**src/rtl/ha_array_accumulator.sv**
```systemverilog
// ha_array_accumulator
//   Consumer end of the ha_array interface produced by the 8x8 unsigned
//   approximate multiplier front-ends. It captures four half-adder row pairs
//   (b, t) in one handshake, reduces them into a 17-bit accumulator over
//   4/ROWS_PER_CYC cycles, and presents a saturated product on a
//   valid/ready output.
//
// Parameters
//   ROWS_PER_CYC  rows folded into the accumulator per ACC cycle (1, 2 or 4)
//   PROD_W        output product width; larger sums saturate to all-ones
//
// Ports
//   clk                         rising-edge clock
//   rst_n                       asynchronous active-low reset
//   in_valid / in_ready         input handshake for one row set
//   ha_array_<r>_b  [6:0]       row r, bit k weighs 2^(k+2) inside the row
//   ha_array_<r>_t  [8:0]       row r, bit k weighs 2^k inside the row
//   out_valid / out_ready       output handshake
//   prod [PROD_W-1:0]           reduced (saturated) product
//   ovf                         the sum exceeded 2^PROD_W-1
module ha_array_accumulator #(
  parameter int ROWS_PER_CYC = 1,
  parameter int PROD_W       = 16
) (
  input  logic              clk,
  input  logic              rst_n,
  input  logic              in_valid,
  output logic              in_ready,
  input  logic [6:0]        ha_array_0_b,
  input  logic [6:0]        ha_array_1_b,
  input  logic [6:0]        ha_array_2_b,
  input  logic [6:0]        ha_array_3_b,
  input  logic [8:0]        ha_array_0_t,
  input  logic [8:0]        ha_array_1_t,
  input  logic [8:0]        ha_array_2_t,
  input  logic [8:0]        ha_array_3_t,
  output logic              out_valid,
  input  logic              out_ready,
  output logic [PROD_W-1:0] prod,
  output logic              ovf
);

  localparam int ACC_W = 17;

  typedef enum logic [1:0] {
    IDLE,
    ACC,
    OUT
  } state_t;

  state_t state;
  state_t next_state;

  logic [6:0]       b_q [4];
  logic [8:0]       t_q [4];
  logic [9:0]       row_val [4];
  logic [ACC_W-1:0] weighted [4];
  logic [ACC_W-1:0] acc;
  logic [ACC_W-1:0] add_sum;
  logic [ACC_W-1:0] acc_next;
  logic [2:0]       row_cnt;
  logic [2:0]       row_cnt_next;
  logic             last_step;
  logic [1:0]       idx;

  logic [PROD_W+ACC_W-1:0] sum_ext;
  logic                    sat;
  logic [PROD_W-1:0]       prod_next;

  // Each row collapses to a 10-bit value (t plus b shifted by two), then
  // takes its row weight of 4^r inside the 17-bit accumulator domain.
  always_comb begin
    for (int r = 0; r < 4; r++) begin
      row_val[r]  = {1'b0, t_q[r]} + {1'b0, b_q[r], 2'b00};
      weighted[r] = {7'b0, row_val[r]} << (2 * r);
    end
  end

  // Fold the next ROWS_PER_CYC rows, starting at row_cnt, into this cycle's
  // contribution. The final sum is saturated here so that prod/ovf can be
  // registered on the same edge that adds the last row.
  always_comb begin
    add_sum = '0;
    idx     = '0;
    for (int i = 0; i < ROWS_PER_CYC; i++) begin
      idx     = row_cnt[1:0] + 2'(i);
      add_sum = add_sum + weighted[idx];
    end
    acc_next     = acc + add_sum;
    row_cnt_next = row_cnt + 3'(ROWS_PER_CYC);
    last_step    = (row_cnt_next == 3'd4);
    sum_ext      = {{PROD_W{1'b0}}, acc_next};
    sat          = |(sum_ext >> PROD_W);
    prod_next    = sat ? '1 : sum_ext[PROD_W-1:0];
  end

  // State register.
  always_ff @(posedge clk or negedge rst_n) begin
    if (!rst_n) begin
      state <= IDLE;
    end else begin
      state <= next_state;
    end
  end

  // Next-state and handshake decode. Rows that are zero still take their
  // ACC cycles, so latency never depends on the data.
  always_comb begin
    next_state = state;
    in_ready   = 1'b0;
    out_valid  = 1'b0;
    case (state)
      IDLE: begin
        in_ready = 1'b1;
        if (in_valid) begin
          next_state = ACC;
        end
      end
      ACC: begin
        if (last_step) begin
          next_state = OUT;
        end
      end
      OUT: begin
        out_valid = 1'b1;
        if (out_ready) begin
          next_state = IDLE;
        end
      end
      default: begin
        next_state = IDLE;
      end
    endcase
  end

  // Datapath: rows are captured only on the accepting edge, so later changes
  // on the ha_array inputs cannot leak into a reduction in flight. prod/ovf
  // stay untouched in OUT, which keeps them stable under backpressure.
  always_ff @(posedge clk or negedge rst_n) begin
    if (!rst_n) begin
      acc     <= '0;
      row_cnt <= '0;
      prod    <= '0;
      ovf     <= 1'b0;
      for (int r = 0; r < 4; r++) begin
        b_q[r] <= '0;
        t_q[r] <= '0;
      end
    end else if (state == IDLE) begin
      if (in_valid) begin
        b_q[0]  <= ha_array_0_b;
        b_q[1]  <= ha_array_1_b;
        b_q[2]  <= ha_array_2_b;
        b_q[3]  <= ha_array_3_b;
        t_q[0]  <= ha_array_0_t;
        t_q[1]  <= ha_array_1_t;
        t_q[2]  <= ha_array_2_t;
        t_q[3]  <= ha_array_3_t;
        acc     <= '0;
        row_cnt <= '0;
      end
    end else if (state == ACC) begin
      acc     <= acc_next;
      row_cnt <= row_cnt_next;
      if (last_step) begin
        prod <= prod_next;
        ovf  <= sat;
      end
    end
  end

endmodule
```
**config.mk**
```make
export PLATFORM = sky130hd
export DESIGN_NAME = ha_array_accumulator
export DESIGN_NICKNAME = d
export VERILOG_FILES = /design/src/rtl/ha_array_accumulator.sv
export SDC_FILE = /design/constraint.sdc
export NUM_CORES = 1
export LEC_CHECK = 0
export BUFFER_PORTS_ARGS = -buffer_cell sky130_fd_sc_hd__buf_4
export CAP_MARGIN = 30
export CORE_ASPECT_RATIO = 0.75
export CORE_UTILIZATION = 50
export CTS_CLUSTER_DIAMETER = 60
export CTS_CLUSTER_SIZE = 10
export DETAILED_ROUTE_END_ITERATION = 10
export GPL_TIMING_DRIVEN = 0
export PLACE_DENSITY = 0.74
export SLEW_MARGIN = 20
export SYNTH_ARGS = -nofsm -noshare
export SYNTH_HDL_FRONTEND = slang
export SYNTH_SLANG_ARGS = --single-unit
```
**constraint.sdc**
```tcl
create_clock -name clk -period 3.5 [get_ports clk]
set_input_delay 0.875 -clock clk [delete_from_list [all_inputs] [get_ports clk]]
set_output_delay 0.875 -clock clk [all_outputs]
set_load 0.01 [all_outputs]
```
==> impl_metrics.json <==
{
  "clkTransAtPathRegs_ns": 0.07,
  "dr.pass1.iters": 5,
  "post-route-drc-count": 0,
  "maxSlewViolCount": 0,
  "antennaDiodeCount": 0,
  "hold_buffers": 0,
  "nets": 910,
  "place_hpwl_um": 11600,
  "synth_common_cells": "211 x nand2_1, 103 x dfrtp_1, 47 x ha_1",
  "crit_type": "flop to flop",
  "die_h_um": 96.1,
  "clock.fmax_mhz": 269,
  "grt_antenna_before_repair": 0,
  "drt_iter0_markers": 475,
  "maxUsedRoutingLayer": "met4",
  "synth_area_leader_cell": "dfrtp_1",
  "slew_headroom_pct": 54.8,
  "finalCritPeriodShare_pct": 106,
  "timing.rr.start": "b_q[8]",
  "critPathTopFamily": "compound AO/OA/AOI/OAI gates",
  "regToRegEndpoint": "prod[5]",
  "syn_area_per_cell_um2": 8.80,
  "io_buffers": 86,
  "layout-drive-gt1-share_pct": 23.4,
  "crit_end": "prod[5]",
  "maxCapViolCount": 0,
  "synth_top_area_share_pct": 43.6,
  "cp_slowest_cell": "a211oi_1",
  "ys_seq_elements": 103,
  "r2r_cells": 16,
  "rows": 33,
  "globalplace.congestion": 0.864,
  "wl_met2_um": 7700,
  "synthFlopType": "dfrtp_1",
  "synth.most_common_cell": "nand2_1",
  "die_width_um": 128,
  "crit_chain": "ha_1 -> a21o_1 -> a21oi_2 -> xnor2_1 -> nor2_1 -> a211oi_1 -> a221oi_4 -> ha_4 -> a21oi_4 -> o21ai_2 -> a31o_1 -> a41o_4 -> xnor2_4 -> buf_12 -> buf_6 -> a31oi_1",
  "synth_warnings": 0,
  "cts_buffers": 9,
  "cts_tree": "yes",
  "wl_per_cell_um": 17.3,
  "initial_core_util_pct": 52.6,
  "grt_first_pass_wirelength_um": 26300,
  "grt_pass1_vias": 5220,
  "met3_length_um": 872,
  "startpoint": "b_q[8]",
  "final_util_pct": 67.3,
  "syn-num-nets": 791,
  "coreArea_mm2": 0.0112,
  "dpl_cell_area_mm2": 0.00675,
  "clkLatencyLatePin_ns": 0.36,
  "hold_viol": 0,
  "violations": "setup timing",
  "clk_path_buf_depth": 2,
  "worst-slew-pin-transition_ns": 0.674,
  "syn_area_mm2": 0.00591,
  "syn_to_final_growth_pct": 28.0,
  "critical_path_required_ns": 3.72,
  "crit_path_max_incr_delay_ns": 0.60,
  "clock-root-buffer": "clkbuf_16",
  "met1_length_um": 7620,
  "hp-class": "input port to async pin",
  "cts-htree-levels": 3,
  "postSynth.asyncResetShare_pct": 100,
  "endpoint_kind": "flop",
  "io_pins": 87,
  "vias": 5310,
  "drt_wl_total_um": 16500,
  "synthCells": 671,
  "die_area_mm2": 0.0123,
  "final_area_mm2": 0.00756,
  "synth_seq_area_share_pct": 43.6,
  "layout_setup_ws_ns": -0.223,
  "clock_skew_ns": 0.00910,
  "cp.arrival_ns": 3.95,
  "hold_ws_ns": 0.373,
  "worstSetupStartpointType": "flop",
  "ant_nets": 0,
  "outcome": "finished, violations left",
  "rrSetupSlack_ns": -0.22,
  "finalCriticalPeriod_ns": 3.72,
  "setup_viol": 23,
  "grt_max_degree": 104,
  "overflow": 0,
  "synth.distinct_cells": 50,
  "synth_edf_count": 0,
  "critPathMaxFanout": 6,
  "cts_sinks": 103,
  "crit_cells": 16,
  "rsz0062_at_grt": "true",
  "track_usage_pct": 28.1,
  "viasPerCell": 5.58,
  "ys_top_cells_by_area": "dfrtp_1 44%, nand2_1 13%, ha_1 10%, o21ai_0 3.4%, xnor2_1 2.7%",
  "cp_num_buf_inv": 2
}
[worst reg2reg max path, cell delays in order (launching register included)]
cell and delay [ns]:
dfrtp_1 0.43, ha_1 0.31, a21o_1 0.21, a21oi_2 0.19
xnor2_1 0.15, nor2_1 0.06, a211oi_1 0.60, a221oi_4 0.10
ha_4 0.30, a21oi_4 0.17, o21ai_2 0.09, a31o_1 0.22
a41o_4 0.28, xnor2_4 0.17, buf_12 0.15, buf_6 0.12
a31oi_1 0.07
[registers in the layout (all words and copies together), names as in the netlist]
name and cells:
acc 17, b_q 28, ovf 1, prod 16, row_cnt 3, state 2
t_q 36
[per-layer routing]
layer | global-route usage [%] | vias up
li1 | - | 2518
met1 | 39.2 | 2601
met2 | 45.3 | 164
met3 | 4.95 | 27
met4 | 7.84 | 0
met5 | 0 | -
[worst min-delay path by stage]
stage                        from        to  cells after the start
after floorplan           t_q[27]   t_q[27]                      2
after CTS                 t_q[27]   t_q[27]                      2
after global routing        rst_n   prod[2]                      1
final                       rst_n  prod[11]                      1
after detailed placement  t_q[27]   t_q[27]                      2
after global placement    t_q[27]   t_q[27]                      2
[repair_timing]
action | 4_1_cts | 5_1_grt
gates cloned | 1 | 0
gates resized for setup | 53 | 22
endpoints found under the setup margin | 25 | 25
pin swaps | 45 | 28
buffers inserted | 15 | 9
[area by class of cell]
class / instances / area [um2]
fill: 936 / 3670
multi-input combinational: 521 / 3430
sequential: 103 / 2580
timing repair buffer: 112 / 896
clock buffer: 10 / 239
tap: 157 / 196
buffer: 30 / 126
clock inverter: 6 / 50.0
inverter: 13 / 48.8
[kinds of logic (layout without fill, tap and decap cells)]
kind of cell | after synthesis | count (layout) | synth area share, %
buffers and inverters | 47 | 171 | 3.11
xor gates and xnor gates | 32 | 32 | 5.06
AOI/OAI and AO/OA | 133 | 133 | 14.2
DFF | 103 | 103 | 43.6
adders and majority gates | 52 | 52 | 11.7
muxes | 4 | 4 | 1.10
and+or+nand+nor | 300 | 300 | 21.2
[placed cells by master, fill, tap and decap left out, types with 3 or more instances in the layout]
cell type    n
a21oi_1     13
nand2_1    209
o21ai_0     32
a21oi_2     12
xor2_1      12
a211oi_2     3
a211oi_1     3
nor3b_1      6
fa_1         3
buf_6        7
inv_6        4
clkbuf_1    25
ha_2         5
xnor2_1     15
nor2_1      32
buf_4      104
xnor2_2      3
nor2b_1      5
o21ai_2      4
and3_1       5
nand2b_1     3
a21o_1      16
o21bai_1     5
ha_4         3
o31ai_1      3
inv_1       12
clkbuf_16    9
o21ai_1      6
dfrtp_1    103
ha_1        39
nand3_1     22
a31oi_1     16
[through the flow]
| step | instances | setup TNS (ns) | setup slack [ns] |
|---|---|---|---|
| final | 952 | -3.93 | -0.223 |
| after global routing | 952 | -6.01 | -0.310 |
| after CTS | 942 | -3.02 | -0.178 |
| after detailed placement | 914 | -10.59 | -0.661 |
| after global placement | 914 | -9.48 | -0.586 |
| after floorplan | 671 | 0 | 0.00382 |
Power is not shown: default switching activity piles up to over one toggle a cycle in this logic, so the estimate is an artifact.
